`src/rtl/skin_frame_ctrl_pkg.sv`:
```
// Shared constants for the skin-frame controller.
// FSM encoding, counter widths and YCbCr skin thresholds.
package skin_frame_ctrl_pkg;

  localparam logic [1:0] ST_IDLE  = 2'd0;
  localparam logic [1:0] ST_SCAN  = 2'd1;
  localparam logic [1:0] ST_DRAIN = 2'd2;
  localparam logic [1:0] ST_DONE  = 2'd3;

  localparam int COL_W = 9;
  localparam int ROW_W = 8;
  localparam int CNT_W = 17;

  localparam logic [7:0] LUMA_MIN = 8'd80;
  localparam logic [7:0] CB_MIN   = 8'd125;
  localparam logic [7:0] CB_MAX   = 8'd180;
  localparam logic [7:0] CR_MIN   = 8'd190;
  localparam logic [7:0] CR_MAX   = 8'd225;

  function automatic logic is_skin(
    input logic [7:0] y,
    input logic [7:0] cb,
    input logic [7:0] cr
  );
    return (y > LUMA_MIN) &&
           (cb > CB_MIN) && (cb < CB_MAX) &&
           (cr > CR_MIN) && (cr < CR_MAX);
  endfunction

endpackage

```
`src/rtl/skin_frame_ctrl_threshold.sv`:
```
// Registered per-pixel skin classifier, one cycle of latency.
// Pixel position and valid travel alongside the hit flag.
module skin_threshold
  import skin_frame_ctrl_pkg::*;
(
  input  logic             clk,
  input  logic             rst,
  input  logic             i_valid,
  input  logic [COL_W-1:0] i_col,
  input  logic [ROW_W-1:0] i_row,
  input  logic [7:0]       i_luma,
  input  logic [7:0]       i_cb,
  input  logic [7:0]       i_cr,
  output logic             o_valid,
  output logic             o_hit,
  output logic [COL_W-1:0] o_col,
  output logic [ROW_W-1:0] o_row
);

  logic             r_valid;
  logic             r_hit;
  logic [COL_W-1:0] r_col;
  logic [ROW_W-1:0] r_row;

  // Classify the transferred pixel and delay its position by one cycle
  always_ff @(posedge clk) begin
    if (rst) begin
      r_valid <= 1'b0;
      r_hit   <= 1'b0;
      r_col   <= '0;
      r_row   <= '0;
    end else begin
      r_valid <= i_valid;
      r_hit   <= i_valid && is_skin(i_luma, i_cb, i_cr);
      r_col   <= i_col;
      r_row   <= i_row;
    end
  end

  assign o_valid = r_valid;
  assign o_hit   = r_hit;
  assign o_col   = r_col;
  assign o_row   = r_row;

endmodule

```
`src/rtl/skin_frame_ctrl.sv`:
```
// Frame scan controller: walks one YCbCr frame in raster order,
// counts skin pixels and tracks their bounding box.
module skin_frame_ctrl
  import skin_frame_ctrl_pkg::*;
#(
  parameter int IMG_W    = 320,
  parameter int IMG_H    = 240,
  parameter int MIN_SKIN = 400
) (
  input  logic             clk,
  input  logic             rst,
  input  logic             start,
  input  logic             pix_valid,
  output logic             pix_ready,
  input  logic [7:0]       luma_ch,
  input  logic [7:0]       cb_ch,
  input  logic [7:0]       cr_ch,
  output logic             busy,
  output logic             done,
  output logic [CNT_W-1:0] skin_count,
  output logic [COL_W-1:0] x_min,
  output logic [COL_W-1:0] x_max,
  output logic [ROW_W-1:0] y_min,
  output logic [ROW_W-1:0] y_max,
  output logic             gesture_present
);

  localparam logic [COL_W-1:0] COL_LAST = COL_W'(IMG_W - 1);
  localparam logic [ROW_W-1:0] ROW_LAST = ROW_W'(IMG_H - 1);
  localparam logic [CNT_W-1:0] CNT_MIN  = CNT_W'(MIN_SKIN);

  logic [1:0]       r_state;
  logic [COL_W-1:0] r_col;
  logic [ROW_W-1:0] r_row;

  logic [CNT_W-1:0] r_cnt;
  logic [COL_W-1:0] r_xmin, r_xmax;
  logic [ROW_W-1:0] r_ymin, r_ymax;

  logic             r_done;
  logic [CNT_W-1:0] r_out_cnt;
  logic [COL_W-1:0] r_out_xmin, r_out_xmax;
  logic [ROW_W-1:0] r_out_ymin, r_out_ymax;
  logic             r_out_gest;

  logic             w_xfer;
  logic             w_go;
  logic             w_hv;
  logic             w_hit;
  logic [COL_W-1:0] w_hcol;
  logic [ROW_W-1:0] w_hrow;

  assign pix_ready = (r_state == ST_SCAN);
  assign busy      = (r_state != ST_IDLE);
  assign w_xfer    = pix_valid && pix_ready;
  assign w_go      = (r_state == ST_IDLE) && start;

  skin_threshold u_thr (
    .clk     (clk),
    .rst     (rst),
    .i_valid (w_xfer),
    .i_col   (r_col),
    .i_row   (r_row),
    .i_luma  (luma_ch),
    .i_cb    (cb_ch),
    .i_cr    (cr_ch),
    .o_valid (w_hv),
    .o_hit   (w_hit),
    .o_col   (w_hcol),
    .o_row   (w_hrow)
  );

  // State machine and raster position counters
  always_ff @(posedge clk) begin
    if (rst) begin
      r_state <= ST_IDLE;
      r_col   <= '0;
      r_row   <= '0;
    end else begin
      unique case (r_state)
        ST_IDLE: begin
          if (start) begin
            r_state <= ST_SCAN;
            r_col   <= '0;
            r_row   <= '0;
          end
        end
        ST_SCAN: begin
          if (w_xfer) begin
            if (r_col == COL_LAST) begin
              r_col <= '0;
              if (r_row == ROW_LAST) begin
                r_state <= ST_DRAIN;
              end else begin
                r_row <= r_row + 1'b1;
              end
            end else begin
              r_col <= r_col + 1'b1;
            end
          end
        end
        ST_DRAIN: r_state <= ST_DONE;
        default:  r_state <= ST_IDLE;
      endcase
    end
  end

  // Skin count and bounding box; first hit seeds the box
  always_ff @(posedge clk) begin
    if (rst || w_go) begin
      r_cnt  <= '0;
      r_xmin <= '0;
      r_xmax <= '0;
      r_ymin <= '0;
      r_ymax <= '0;
    end else if (w_hv && w_hit) begin
      r_cnt <= r_cnt + 1'b1;
      if (r_cnt == '0) begin
        r_xmin <= w_hcol;
        r_xmax <= w_hcol;
        r_ymin <= w_hrow;
        r_ymax <= w_hrow;
      end else begin
        if (w_hcol < r_xmin) r_xmin <= w_hcol;
        if (w_hcol > r_xmax) r_xmax <= w_hcol;
        if (w_hrow < r_ymin) r_ymin <= w_hrow;
        if (w_hrow > r_ymax) r_ymax <= w_hrow;
      end
    end
  end

  // Publish results once per frame and pulse done alongside them
  always_ff @(posedge clk) begin
    if (rst) begin
      r_done     <= 1'b0;
      r_out_cnt  <= '0;
      r_out_xmin <= '0;
      r_out_xmax <= '0;
      r_out_ymin <= '0;
      r_out_ymax <= '0;
      r_out_gest <= 1'b0;
    end else begin
      r_done <= (r_state == ST_DONE);
      if (r_state == ST_DONE) begin
        r_out_cnt  <= r_cnt;
        r_out_xmin <= r_xmin;
        r_out_xmax <= r_xmax;
        r_out_ymin <= r_ymin;
        r_out_ymax <= r_ymax;
        r_out_gest <= (r_cnt >= CNT_MIN);
      end
    end
  end

  assign done            = r_done;
  assign skin_count      = r_out_cnt;
  assign x_min           = r_out_xmin;
  assign x_max           = r_out_xmax;
  assign y_min           = r_out_ymin;
  assign y_max           = r_out_ymax;
  assign gesture_present = r_out_gest;

endmodule

```
`config.mk`:
```
export PLATFORM = sky130hd
export DESIGN_NAME = skin_frame_ctrl
export DESIGN_NICKNAME = d
export VERILOG_FILES = /design/src/rtl/skin_frame_ctrl_pkg.sv /design/src/rtl/skin_frame_ctrl_threshold.sv /design/src/rtl/skin_frame_ctrl.sv
export SDC_FILE = /design/constraint.sdc
export NUM_CORES = 1
export LEC_CHECK = 0
export ABC_CLOCK_PERIOD_IN_PS = 2120
export BUFFER_PORTS_ARGS = -buffer_cell sky130_fd_sc_hd__buf_2
export CAP_MARGIN = 30
export CORE_MARGIN = 2
export CORE_UTILIZATION = 50
export DETAILED_ROUTE_END_ITERATION = 12
export PLACE_DENSITY = 0.71
export RECOVER_POWER = 50
export SYNTH_ARGS = -nofsm -noshare
export SYNTH_HDL_FRONTEND = slang
export SYNTH_SLANG_ARGS = --single-unit
```
`constraint.sdc`:
```
create_clock -name clk -period 2.12 [get_ports clk]
set_input_delay 0 -clock clk [delete_from_list [all_inputs] [get_ports clk]]
set_output_delay 0 -clock clk [all_outputs]
set_load 0.02 [all_outputs]
```
After elaboration in Yosys (flattened, before gate mapping)
Cells that the tools add are included.

Word-level logic and storage cells: 88. Output and inout port bits: 55. Register bits after elaboration: 142. Bits of input ports: 28.

Reduce and logical (&&, ||, !) cells: 24. Add/subtract/negate cells: 3. Mux-type cells: 22. Equal/unequal tests: 10. $lt $le $gt $ge: 10.

Operators with widths (count): 8-bit 2-to-1 mux (8); 9-bit 2-to-1 mux (7); 9-bit case mux with 2 select lines (1); 17-bit by 1-bit adder with 17-bit output (second input constant) (1); 17-bit by 9-bit >= comparator with 1-bit output (second input constant) (1); 17-bit zero test (1); 8-bit by 7-bit > comparator with 1-bit output (second input constant) (2); 8-bit < comparator (second input constant) (2); 8-bit case mux with 2 select lines (1); 2-bit nonzero test (6); 9-bit by 1-bit adder with 9-bit output (second input constant) (1); 9-bit equality test (second input constant) (1); 9-bit > comparator (1); 9-bit < comparator (1); 8-bit by 1-bit adder with 8-bit output (second input constant) (1); 8-bit equality test (second input constant) (1); 8-bit > comparator (1); 8-bit > comparator (second input constant) (1); 1-bit logical AND (8); 8-bit < comparator (1); 2-bit 2-to-1 mux (4); 2-bit AND reduction (4); 2-bit by 1-bit inequality test with 1-bit output (second input constant) (3); 2-bit case mux with 3 select lines (1); 8 further kinds (10).

Depth between registers and ports, before layout
Depth after elaboration: 6. Mapped depth: 9. Depth with buffers taken out: 8.

Cells and area by module
From an unflattened synthesis, not the netlist that was laid out.

Cell total of the unflattened synthesis: 699. Area total of the unflattened synthesis: 6377.4 µm².

By module, submodules not included: skin_frame_ctrl (area an instance 5778.0 µm², sequential area each 2462.4 µm², cells each 645, times used 1); skin_threshold (area an instance 599.3 µm², sequential area each 380.4 µm², cells each 54, times used 1).

Worst setup path after synthesis
No wires, ideal clock.

Kind: reg-to-reg. Start point: reg r_state[1]. End point: reg r_row[3]. Slack: 152 ps. Data arrival time: 1852 ps. Setup time: 116 ps. Buffers on the path: 1. Stages on the path, launching flop included: 9. Clock period less this slack: 1968 ps. Required time: 2004 ps. Cells stage by stage: dfxtp_1 -> inv_1 -> ha_1 -> buf_2 -> inv_1 -> nor4b_4 -> nor3_1 -> o21a_1 -> a41o_1.

Word-level cells in the longest chain between the ends: 4. Elaborated cells between the ends (all ways): 10. Classes of those cells: eq/ne (5); mux (1); reduce/logical (4).

Ends and longest elaborated chain: start, declared (line skin_frame_ctrl.sv:32) `logic [1:0] r_state;`; start signal, assigned (line skin_frame_ctrl.sv:76) `r_state <= ST_IDLE;`; start signal, assigned (line skin_frame_ctrl.sv:83) `r_state <= ST_SCAN;`; start signal, assigned (line skin_frame_ctrl.sv:93) `r_state <= ST_DRAIN;`; 2-bit by 1-bit equality test with 1-bit output (*) (line skin_frame_ctrl.sv:53) `assign pix_ready = (r_state == ST_SCAN);`; named net pix_ready (line skin_frame_ctrl.sv:14) `output logic pix_ready,`; 1-bit logical AND (line skin_frame_ctrl.sv:55) `assign w_xfer = pix_valid && pix_ready;`; 2-bit by 1-bit inequality test with 1-bit output (no source line); 5-bit AND reduction (no source line); end signal, assigned (line skin_frame_ctrl.sv:95) `r_row <= r_row + 1'b1;`; end, declared (line skin_frame_ctrl.sv:34) `logic [ROW_W-1:0] r_row;`.

The timed path passes the listed nets; every way through them passes the cells marked *. A chain may end at the register's enable or synchronous reset.

Final worst setup path
Start point: reg r_xmax[3]. End point: reg r_xmax[8].

Word-level cells in the longest chain between the ends: 3.

Ends and longest elaborated chain: start, declared (line skin_frame_ctrl.sv:37) `logic [COL_W-1:0] r_xmin, r_xmax;`; start signal, assigned (line skin_frame_ctrl.sv:120) `r_xmax <= w_hcol;`; start signal, assigned (line skin_frame_ctrl.sv:125) `if (w_hcol > r_xmax) r_xmax <= w_hcol;`; 9-bit > comparator (line skin_frame_ctrl.sv:125); 2-bit nonzero test (no source line); 2-bit AND reduction (no source line).

No other way between the ends.

==> flow_summary.yaml <==
power:
  max-vdd-ir-drop_v: 0.000684
  fin_total_pwr_mw: 6.39
  total_leakage_power_nw: 2.98
  power_density_nw_per_um2: 828
clock_network:
  ctsLongestPathBuffers: 2
  tritoncts.num_buffers: 17
  clk-insertion-delay-late_ps: 420
  cts.reportedPaths.clkPinSlew_ps: 60
  clock-root-buffer: "sky130_fd_sc_hd__clkbuf_16"
  cts_sinks: 142
  cts_tree: "built"
  ctsHtreeMaxLevel: 4
synth:
  synth-seq-area-share_pct: 44.7
  postSynth.asyncResetShare_pct: 0
  ys.flop_type: "sky130_fd_sc_hd__dfxtp_1"
  ys_seq_elements: 142
  ys_types: 59
  yosys_warnings: 0
  netlist_area_um2: 6360
  post_synth.cell_area_avg_um2: 9.35
  mappedNetlistNets: 749
  synth_enable_flop_cells: 0
  syn-instance-count: 680
drt:
  first_pass_iters: 6
  dr.first_iter.drc_count: 301
  drc: 0
  wl_per_cell_um: 14.0
  final_antenna_net_count: 0
  totalWireLength_um: 13600
  drt-vias-per-instance: 5.28
  routed-via-count: 5123
setup_path:
  cp-end-kind: "flip-flop"
  critical_path_peak_fanout: 5
  crit_path_start_kind: "flip-flop"
  critical-path-top-delay-family: "simple AND/OR/NAND/NOR gates"
  crit_required_ps: 2410
  critical-path-slowest-cell: "sky130_fd_sc_hd__dfxtp_1"
  worstPathBufferInverterCount: 2
  worst-setup-path-type: "reg2reg"
  cp_cell_sequence: "inv_1, ha_1, nand4_1, nor2_1, o31ai_2, a31oi_2, buf_4, mux2i_1, nor2_1"
  delay_of_the_slowest_cell_on_the_worst_path_ps: 350
  timing.critical_path.mode_cell: "sky130_fd_sc_hd__nor2_1"
  worst-endpoint-arrival_ps: 2310
timing:
  worstMarginPinSlew_ps: 993
  setup_tns_ps: 0
  timing.final.ws_setup_ps: 94.4
  period_share_pct: 95.5
  drv_slew: 0
  skew_ps: 5.34
  setup_viol: 0
  max-slew-margin-rel_pct: 33.8
  max_freq_mhz: 494
  final_period_minus_worst_setup_slack_ps: 2030
  hold_viol_final: 0
finish:
  drive_gt1_share_pct: 12.8
  finish.net_count: 855
  antennaDiodeCount: 0
  multi_input_comb_area_um2: 3310
  final.fill_count: 1084
  flow.area_growth_from_synthesis_pct: 21.3
  ff_latch_area_um2: 2850
  final_design_area_no_fill_um2: 7720
floorplanning:
  top_level_ports: 83
  core_area_um2: 12500
  floorplan.initialDensity_pct: 50.8
  die-height_um: 117
  rows: 41
  die_area_um2: 13600
  dieWidth_um: 117
grt:
  grt_use_met2_pct: 35.1
  antenna_found_initial: 0
  first_global_vias: 4942
  most_used_routing_layer_in_global_routing: "met2"
  maximum_number_of_pins_on_one_net_before_global_route_repair: 55
  grt_overflow: 0
  groute.layer.met3.usage_pct: 5.66
  grt_util_all_layers_pct: 20.9
  grt_pass1_wl_um: 22300
  met1_usage_pct: 25.2
place:
  sum_of_net_half_perimeters_after_detailed_placement_um: 9410
  gp_routability_congestion: 0.835
  io_buffer_count: 81
  dp_worst_setup_slack_ps: -102
  post_dp_cell_area_um2: 7050
worst_hold_path:
  worst_hold_path_class: "in2reg"
status:
  status: "finished, final reports clean"
run:
  max_cap_viol_count: 0
==> report_power, final <==
part	switching (mW)	internal, mW
logic	0.466	0.287
clock network	1.05	1.84
registers	0.0378	2.71
==> cells in the mapped netlist, types with 7 or more instances <==
master | instances | share of area, %
sky130_fd_sc_hd__dfxtp_1 | 142 | 45
sky130_fd_sc_hd__nor2_1 | 118 | 7.0
sky130_fd_sc_hd__mux2i_1 | 78 | 12
sky130_fd_sc_hd__ha_1 | 41 | 8.1
sky130_fd_sc_hd__inv_1 | 41 | 2.4
sky130_fd_sc_hd__nand2_1 | 31 | 1.8
sky130_fd_sc_hd__a21oi_1 | 28 | 2.2
sky130_fd_sc_hd__nand3_1 | 20 | 1.6
sky130_fd_sc_hd__nor2b_1 | 19 | 1.9
sky130_fd_sc_hd__o21ai_0 | 19 | 1.5
sky130_fd_sc_hd__nand4_1 | 16 | 1.6
sky130_fd_sc_hd__xor2_1 | 16 | 2.2
sky130_fd_sc_hd__clkbuf_1 | 12 | 0.71
sky130_fd_sc_hd__nand2b_1 | 8 | 0.79
sky130_fd_sc_hd__nor3_1 | 8 | 0.63
sky130_fd_sc_hd__buf_1 | 7 | 0.41
==> kinds of logic (layout without fill, tap and decap cells) <==
logic type / Yosys count / count (layout) / share of synthesized area (%)
compound gates: 86 / 86 / 9.34
xor+xnor: 20 / 20 / 2.75
fa+ha+maj: 41 / 41 / 8.06
buf+inv: 68 / 186 / 4.17
flops: 142 / 142 / 44.7
mux: 79 / 79 / 12.5
simple gates: 244 / 244 / 18.5
==> flip-flops by register name, indices dropped and copies added (netlist names), 9 cells and up <==
| register | flops |
|---|---|
| r_xmax | 9 |
| x_min | 9 |
| r_xmin | 9 |
| skin_count | 17 |
| r_col | 9 |
| r_cnt | 17 |
| u_thr.o_col | 9 |
| x_max | 9 |
==> layout make-up <==
cell class	count	share of cell area (%)
Inverter	43	2.09
Multi-Input combinational cell	470	42.9
Clock buffer	25	6.42
Clock inverter	6	1.07
Tap cell	172	2.79
Timing Repair Buffer	112	7.82
Sequential cell	142	36.9
==> timing repair <==
action	4_1_cts	5_1_grt
hold endpoints to repair	4	0
hold buffers	8	0
resized for setup	1	25
buffers inserted	0	3
cloned	0	1
pin swaps	1	4
endpoints found under the setup margin	8	25
==> cells in the final DEF (no fill, tap or decap), types with 5 or more instances in the layout <==
master                          synthesis  routed
sky130_fd_sc_hd__dfxtp_1              142     138
sky130_fd_sc_hd__nor2_1               118     116
sky130_fd_sc_hd__mux2i_1               78      78
sky130_fd_sc_hd__clkbuf_1              12      59
sky130_fd_sc_hd__inv_1                 41      41
sky130_fd_sc_hd__ha_1                  41      41
sky130_fd_sc_hd__nand2_1               31      30
sky130_fd_sc_hd__a21oi_1               28      28
sky130_fd_sc_hd__buf_2                  5      26
sky130_fd_sc_hd__nand3_1               20      20
sky130_fd_sc_hd__nor2b_1               19      19
sky130_fd_sc_hd__buf_4                  1      19
sky130_fd_sc_hd__clkbuf_16              0      17
sky130_fd_sc_hd__nand4_1               16      16
sky130_fd_sc_hd__xor2_1                16      16
sky130_fd_sc_hd__o21ai_0               19      14
sky130_fd_sc_hd__nand2b_1               8       8
sky130_fd_sc_hd__nor3_1                 8       8
sky130_fd_sc_hd__dlygate4sd3_1          0       8
sky130_fd_sc_hd__o21ai_1                1       6
sky130_fd_sc_hd__and4_1                 5       5
sky130_fd_sc_hd__a21o_1                 5       5
==> through the flow <==
| step | hold slack (ps) | utilization, % | cells |
|---|---|---|---|
| detailed placement | 262 | 56.3 | 927 |
| CTS | 5.85 | 61.6 | 966 |
| floorplan | 137 | - | 680 |
| global route | 27.1 | 61.6 | 970 |
| global placement | 255 | 56.3 | 927 |
| finish | 7.02 | 61.6 | 970 |
==> per-layer routing <==
metal / vias up / wire length [µm]
li1: 2559 / -
met1: 2398 / 6050
met2: 133 / 6570
met3: 33 / 662
met4: 0 / 276
met5: - / 0
==> worst register-to-register path, cell delays in order (launching register included) <==
cell                      delay, ps
sky130_fd_sc_hd__dfxtp_1        350
sky130_fd_sc_hd__inv_1           60
sky130_fd_sc_hd__ha_1           320
sky130_fd_sc_hd__nand4_1        180
sky130_fd_sc_hd__nor2_1         190
sky130_fd_sc_hd__o31ai_2         90
sky130_fd_sc_hd__a31oi_2        230
sky130_fd_sc_hd__buf_4          210
sky130_fd_sc_hd__mux2i_1        190
sky130_fd_sc_hd__nor2_1          50
==> final timing paths <==
kind	startpoint	to	depth (start not counted)	slack, ps
worst max-delay path	r_xmax[3]$_SDFFE_PP0P_	r_xmax[8]$_SDFFE_PP0P_	9	90
worst min-delay path	cr_ch[5]	u_thr.o_hit$_SDFF_PP0_	4	7
worst max register to register	r_xmax[3]$_SDFFE_PP0P_	r_xmax[8]$_SDFFE_PP0P_	9	90
worst min register to register	r_ymin[6]$_SDFFE_PP0P_	r_ymin[6]$_SDFFE_PP0P_	2	480
Power figures use the tool's default switching activity.
